File: config.mk
export PLATFORM = sky130hd
export DESIGN_NAME = ac_cfg_regfile
export DESIGN_NICKNAME = d
export VERILOG_FILES = /design/src/rtl/ac_cfg_regfile.sv
export SDC_FILE = /design/constraint.sdc
export NUM_CORES = 1
export LEC_CHECK = 0
export ABC_AREA = 1
export CELL_PAD_IN_SITES_DETAIL_PLACEMENT = 0
export CELL_PAD_IN_SITES_GLOBAL_PLACEMENT = 1
export CORE_UTILIZATION = 24
export DETAILED_ROUTE_END_ITERATION = 7
export MAX_ROUTING_LAYER = met4
export PLACE_DENSITY_LB_ADDON = 0.1
export SLEW_MARGIN = 30
export SYNTH_ARGS = -nofsm -noshare
export SYNTH_HDL_FRONTEND = slang
export SYNTH_SLANG_ARGS = --single-unit
File: constraint.sdc
create_clock -name clk -period 1.1 [get_ports clk]
set_input_delay 0.11 -clock clk [delete_from_list [all_inputs] [get_ports clk]]
set_output_delay 0.11 -clock clk [all_outputs]
set_load 0.1 [all_outputs]
File: src/rtl/ac_cfg_regfile.sv
// AXI-Lite configuration register file for the access-control / up-sampling core.
// Optional macro CFG_SLVERR_EN: unmapped accesses and busy-rejected writes answer SLVERR.
module ac_cfg_regfile #(
    parameter int CRF_ADDR_WIDTH = 32,
    parameter int CRF_DATA_WIDTH = 32,
    parameter int RST_WIDTH      = 960,
    parameter int RST_HEIGHT     = 540
) (
    input  logic                      clk,
    input  logic                      rst_n,
    input  logic [CRF_ADDR_WIDTH-1:0] s_axi_awaddr,
    input  logic                      s_axi_awvalid,
    output logic                      s_axi_awready,
    input  logic [CRF_DATA_WIDTH-1:0] s_axi_wdata,
    input  logic [3:0]                s_axi_wstrb,
    input  logic                      s_axi_wvalid,
    output logic                      s_axi_wready,
    output logic [1:0]                s_axi_bresp,
    output logic                      s_axi_bvalid,
    input  logic                      s_axi_bready,
    input  logic [CRF_ADDR_WIDTH-1:0] s_axi_araddr,
    input  logic                      s_axi_arvalid,
    output logic                      s_axi_arready,
    output logic [CRF_DATA_WIDTH-1:0] s_axi_rdata,
    output logic [1:0]                s_axi_rresp,
    output logic                      s_axi_rvalid,
    input  logic                      s_axi_rready,
    output logic                      cfg_start,
    output logic [15:0]               cfg_width,
    output logic [15:0]               cfg_height,
    input  logic                      up_done,
    output logic                      interrupt_updone
);

    localparam logic [1:0] RESP_OKAY   = 2'b00;
    localparam logic [1:0] RESP_SLVERR = 2'b10;

`ifdef CFG_SLVERR_EN
    localparam logic SLVERR_EN = 1'b1;
`else
    localparam logic SLVERR_EN = 1'b0;
`endif

    localparam logic [2:0] IDX_CTRL     = 3'd0;
    localparam logic [2:0] IDX_STATUS   = 3'd1;
    localparam logic [2:0] IDX_SRC_W    = 3'd2;
    localparam logic [2:0] IDX_SRC_H    = 3'd3;
    localparam logic [2:0] IDX_INT_EN   = 3'd4;
    localparam logic [2:0] IDX_INT_STAT = 3'd5;

    logic        ready_en_reg;
    logic        aw_held_reg;
    logic [2:0]  aw_idx_reg;
    logic        w_held_reg;
    logic [15:0] wdata_reg;
    logic [1:0]  wstrb_reg;
    logic        bvalid_reg;
    logic [1:0]  bresp_reg;
    logic        rvalid_reg;
    logic [CRF_DATA_WIDTH-1:0] rdata_reg;
    logic [1:0]  rresp_reg;
    logic        busy_reg;
    logic        done_reg;
    logic        int_en_reg;
    logic        int_stat_reg;
    logic        cfg_start_reg;
    logic        irq_reg;
    logic [15:0] width_reg;
    logic [15:0] height_reg;

    logic        aw_fire;
    logic        w_fire;
    logic        ar_fire;
    logic        wr_commit;
    logic        start_req;
    logic        start_ok;
    logic        geom_wr;
    logic        wr_reject;
    logic        done_evt;
    logic [15:0] width_next;
    logic [15:0] height_next;
    logic [CRF_DATA_WIDTH-1:0] rd_mux;
    logic        rd_err;

    // Only address bits [4:2], the low half-word and the low two strobes are meaningful.
    logic unused_bits;
    assign unused_bits = ^{s_axi_awaddr[CRF_ADDR_WIDTH-1:5], s_axi_awaddr[1:0],
                           s_axi_araddr[CRF_ADDR_WIDTH-1:5], s_axi_araddr[1:0],
                           s_axi_wdata[CRF_DATA_WIDTH-1:16], s_axi_wstrb[3:2]};

    // ready_en_reg keeps every ready low through reset and for the release edge.
    assign s_axi_awready = ready_en_reg && !aw_held_reg && !bvalid_reg;
    assign s_axi_wready  = ready_en_reg && !w_held_reg && !bvalid_reg;
    assign s_axi_arready = ready_en_reg && !rvalid_reg;

    assign aw_fire   = s_axi_awvalid && s_axi_awready;
    assign w_fire    = s_axi_wvalid && s_axi_wready;
    assign ar_fire   = s_axi_arvalid && s_axi_arready;
    assign wr_commit = aw_held_reg && w_held_reg;

    assign start_req = wr_commit && (aw_idx_reg == IDX_CTRL) && wstrb_reg[0] && wdata_reg[0];
    assign start_ok  = start_req && !busy_reg;
    assign geom_wr   = wr_commit && ((aw_idx_reg == IDX_SRC_W) || (aw_idx_reg == IDX_SRC_H));
    assign wr_reject = (start_req && busy_reg) || (geom_wr && busy_reg)
                     || (wr_commit && (aw_idx_reg[2:1] == 2'b11));
    assign done_evt  = up_done && busy_reg;

    generate
        for (genvar gi = 0; gi < 2; gi++) begin : g_byte_merge
            assign width_next[gi*8 +: 8]  = wstrb_reg[gi] ? wdata_reg[gi*8 +: 8] : width_reg[gi*8 +: 8];
            assign height_next[gi*8 +: 8] = wstrb_reg[gi] ? wdata_reg[gi*8 +: 8] : height_reg[gi*8 +: 8];
        end
    endgenerate

    always_comb begin
        rd_mux = '0;
        rd_err = 1'b0;
        case (s_axi_araddr[4:2])
            IDX_STATUS:   rd_mux[1:0]  = {done_reg, busy_reg};
            IDX_SRC_W:    rd_mux[15:0] = width_reg;
            IDX_SRC_H:    rd_mux[15:0] = height_reg;
            IDX_INT_EN:   rd_mux[0]    = int_en_reg;
            IDX_INT_STAT: rd_mux[0]    = int_stat_reg;
            3'd6, 3'd7:   rd_err       = 1'b1;
            default:      rd_mux       = '0;
        endcase
    end

    always_ff @(posedge clk) begin
        if (!rst_n) begin
            ready_en_reg  <= 1'b0;
            aw_held_reg   <= 1'b0;
            aw_idx_reg    <= '0;
            w_held_reg    <= 1'b0;
            wdata_reg     <= '0;
            wstrb_reg     <= '0;
            bvalid_reg    <= 1'b0;
            bresp_reg     <= RESP_OKAY;
            rvalid_reg    <= 1'b0;
            rdata_reg     <= '0;
            rresp_reg     <= RESP_OKAY;
            busy_reg      <= 1'b0;
            done_reg      <= 1'b0;
            int_en_reg    <= 1'b0;
            int_stat_reg  <= 1'b0;
            cfg_start_reg <= 1'b0;
            irq_reg       <= 1'b0;
            width_reg     <= 16'(RST_WIDTH);
            height_reg    <= 16'(RST_HEIGHT);
        end else begin
            ready_en_reg <= 1'b1;

            if (aw_fire) begin
                aw_held_reg <= 1'b1;
                aw_idx_reg  <= s_axi_awaddr[4:2];
            end
            if (w_fire) begin
                w_held_reg <= 1'b1;
                wdata_reg  <= s_axi_wdata[15:0];
                wstrb_reg  <= s_axi_wstrb[1:0];
            end

            if (wr_commit) begin
                aw_held_reg <= 1'b0;
                w_held_reg  <= 1'b0;
                bvalid_reg  <= 1'b1;
                bresp_reg   <= (SLVERR_EN && wr_reject) ? RESP_SLVERR : RESP_OKAY;
            end else if (bvalid_reg && s_axi_bready) begin
                bvalid_reg <= 1'b0;
            end

            if (ar_fire) begin
                rvalid_reg <= 1'b1;
                rdata_reg  <= rd_mux;
                rresp_reg  <= (SLVERR_EN && rd_err) ? RESP_SLVERR : RESP_OKAY;
            end else if (rvalid_reg && s_axi_rready) begin
                rvalid_reg <= 1'b0;
            end

            // start_ok needs !busy and done_evt needs busy, so they never collide.
            cfg_start_reg <= start_ok;
            if (start_ok) begin
                busy_reg <= 1'b1;
                done_reg <= 1'b0;
            end else if (done_evt) begin
                busy_reg <= 1'b0;
                done_reg <= 1'b1;
            end

            if (geom_wr && !busy_reg) begin
                if (aw_idx_reg == IDX_SRC_W) width_reg <= width_next;
                else                         height_reg <= height_next;
            end

            if (wr_commit && (aw_idx_reg == IDX_INT_EN) && wstrb_reg[0])
                int_en_reg <= wdata_reg[0];

            // A completion arriving with a W1C on the same edge must not be lost.
            if (done_evt)
                int_stat_reg <= 1'b1;
            else if (wr_commit && (aw_idx_reg == IDX_INT_STAT) && wstrb_reg[0] && wdata_reg[0])
                int_stat_reg <= 1'b0;

            irq_reg <= int_en_reg && int_stat_reg;
        end
    end

    assign s_axi_bvalid     = bvalid_reg;
    assign s_axi_bresp      = bresp_reg;
    assign s_axi_rvalid     = rvalid_reg;
    assign s_axi_rdata      = rdata_reg;
    assign s_axi_rresp      = rresp_reg;
    assign cfg_start        = cfg_start_reg;
    assign cfg_width        = width_reg;
    assign cfg_height       = height_reg;
    assign interrupt_updone = irq_reg;

endmodule

==> results.yml <==
power:
  power_density_nw_per_um2: 1200
  max-vdd-ir-drop_mv: 0.616
  p_comb_share_pct: 23.2
  p_total_w: 0.00774
  seqPwrFrac_pct: 40.2
  p_leak_nw: 2.77
  swShare_pct: 31.1
  clkPwrFrac_pct: 36.6
  intPower_w: 0.00533
  p_switching_w: 0.00240
worst_setup_path:
  cp-start-kind: "flop"
  criticalPathCategory: "flop to primary output"
  endpoint_kind: "primary output"
  max_stage_delay_ns: 0.32
  crit_buf_inv: 4
  path_cells: "inv_2, buf_12, nor2_4, buf_6, buf_12"
  crit_slowest_cell: "dfxtp_2"
  crit_path_frequent_cell: "buf_12"
  critPathArrivalTime_ns: 1.20
  required_ns: 0.99
  worstPathMaxFanout: 2
  cpLargestDelayFamily: "buffers and inverters"
sta:
  fmax_ghz: 0.766
  finalCriticalPeriod_ns: 1.31
  hold_viol_final: 0
  min_period_over_period_pct: 119
  skew_ns: 0.00314
  setup_viol: 72
  setup_tns_ns: -8.99
  maxSlewViolCount: 0
  rsz0062_at_grt: "yes"
  fin_ws_ns: -0.205
synth:
  synth_top_family_by_area: "simple AND/OR/NAND/NOR gates"
  synth_edf_count: 0
  ys_ff_latch: 80
  synthTopCellsByCount: "nor2_1 (108), nand2_1 (92), dfxtp_1 (80)"
  synth_compound_gate_area_share_pct: 6.25
  syn_area_um2: 3600
  yosysWarnings: 0
  synth.most_common_cell: "nor2_1"
  synth_cells: 514
  synthSimpleGateAreaFrac_pct: 34.6
  synth_top_flop_cell: "dfxtp_1"
  synthXorXnorAreaFrac_pct: 0
  synthAdderAreaFrac_pct: 0
  ys_types: 26
  synthTopCellsByArea: "dfxtp_1 (44%), nor2_1 (11%), nand2_1 (9.6%), nand3_1 (8.2%), inv_1 (6.3%)"
  synth-seq-area-share_pct: 44.5
  avgSynthCellArea_um2: 7.01
  postSynth.asyncResetShare_pct: 0
  synth_mux_area_share_pct: 0
  yosys.area.top_type_share_pct: 44.5
  synth_area_leader_cell: "dfxtp_1"
drt:
  detailedRoute.firstIterationViolations: 146
  drc: 0
  post_drt_wl_per_cell_um: 12.9
  viasPerCell: 4.22
  dr_total_vias: 3508
  routed_wl_um: 10700
  dr.pass1.iters: 4
  ant_nets: 0
cts:
  clock_sinks: 80
  cts-root-buf: "clkbuf_16"
  insertion_delay_ns: 0.34
  clockBufferDepth: 2
  htreeDepth: 3
  cts_buffers: 9
  clk_pin_slew_ns: 0.06
  tritoncts: "yes"
place:
  port_buffers: 86
  place.gp.congestion: 0.755
  place_ws_ns: -0.221
  dp_hpwl_um: 7580
floorplan:
  floorplan.initialDensity_pct: 24.7
  rows: 44
  die_w_um: 125
  fp.coreArea_um2: 14600
  die_area_um2: 15500
  die_h_um: 125
  io_pins: 183
finish:
  final_net_count: 752
  syn_to_final_growth_pct: 79.0
  diodes: 0
  drive_gt1_share_pct: 39.7
run_status:
  violations: "setup timing"
  status: "finished with violations"
global_route:
  antenna_found_initial: 0
  grt_pass1_vias: 3260
  gr-usage-all-layers_pct: 14.0
  grt_pass1_wl_um: 17000
  overflow: 0
  grt_max_degree: 40
worst_hold_path:
  hp-class: "input pin to flop"
flow_run:
  drv_cap: 0
## cell type report
type                       count  area (um2)
inverter                      64         255
tap                          184         230
sequential                    80        1660
timing repair inverter         2        12.5
timing repair buffer         138        2080
clock buffer                  14         274
fill                        1438        8140
multi-input combinational    349        1930
## power groups by stage
stage	Clock [W]	Combinational [W]	Sequential, W
after CTS	0.00291	0.00167	0.00311
after floorplan	0	0.000812	0.00343
after detailed placement	0	0.00157	0.00317
final	0.00283	0.00179	0.00311
after global routing	0.00303	0.00189	0.00313
after global placement	0	0.00157	0.00317
## worst reg2reg max path: stages, from the launching register on
cell	delay (ns)
dfxtp_2	0.32
inv_2	0.05
buf_12	0.13
nor2_4	0.10
buf_6	0.12
nand2_8	0.10
clkbuf_16	0.20
a21oi_2	0.12
nand2_1	0.06
inv_1	0.04
## cells by family after synthesis
kind of cell,count (synthesis)
flip-flops,80
other,1
buffers and inverters,105
AO/OA/AOI/OAI,45
AND/OR/NAND/NOR,283
## worst paths after layout
path	from	end	slack [ns]	cells after the start
max	ready_en_reg$_DFF_P_	s_axi_arready	-0.21	5
min	rst_n	cfg_width[6]$_SDFFE_PN1P_	0.20	3
max reg2reg	ready_en_reg$_DFF_P_	s_axi_rdata[14]$_SDFFE_PN0P_	-0.18	9
min reg2reg	wdata_reg[14]$_SDFFE_PN0P_	wdata_reg[14]$_SDFFE_PN0P_	0.47	2
## through the flow
step / cells / area [um2] / util, % / hold slack [ns]
3_3_place_gp: 796 / 5500 / 37.7 / 0.455
6_report: 831 / 6450 / 44.2 / 0.199
4_1_cts: 825 / 6110 / 41.9 / 0.157
3_5_place_dp: 796 / 5500 / 37.7 / 0.469
5_1_grt: 831 / 6450 / 44.2 / 0.213
2_1_floorplan: 533 / 3790 / - / 0.138
## metal layers
metal,share of wire (%),wire (um),GRT usage [%],vias up
met1,49,5280,18.6,1572
met2,45,4840,20.7,100
li1,-,-,-,1825
met5,0,0,-,-
met3,4.2,452,2.71,11
met4,1.5,161,5.81,0
## repair_timing
| action | 4_1_cts | 5_1_grt |
|---|---|---|
| buffers inserted | 10 | 4 |
| hold buffers | 0 | 0 |
| pin swaps | 21 | 36 |
| endpoints found under the setup margin | 58 | 78 |
| cloned | 5 | 6 |
| gates resized for setup | 60 | 78 |
## cell usage in the layout (no fill, tap or decap), types with 3 or more instances in the layout
cell | Yosys | routed
a21oi_1 | 17 | 3
a21oi_2 | 0 | 11
a21oi_4 | 0 | 3
buf_12 | 0 | 68
buf_4 | 20 | 24
buf_6 | 7 | 10
clkbuf_16 | 0 | 14
clkbuf_8 | 0 | 3
clkdlybuf4s50_1 | 0 | 30
conb_1 | 1 | 20
dfxtp_1 | 80 | 42
dfxtp_2 | 0 | 34
dfxtp_4 | 0 | 4
inv_1 | 60 | 54
inv_2 | 3 | 6
inv_4 | 0 | 3
nand2_1 | 92 | 64
nand2_2 | 4 | 19
nand2_4 | 1 | 13
nand3_1 | 59 | 54
nand3_2 | 0 | 5
nand4_1 | 6 | 6
nor2_1 | 108 | 97
nor2_2 | 2 | 7
nor2_4 | 5 | 11
o21ai_0 | 28 | 6
o21ai_1 | 0 | 8
o21ai_2 | 0 | 13
No activity file was read; power rests on OpenSTA's default activity.
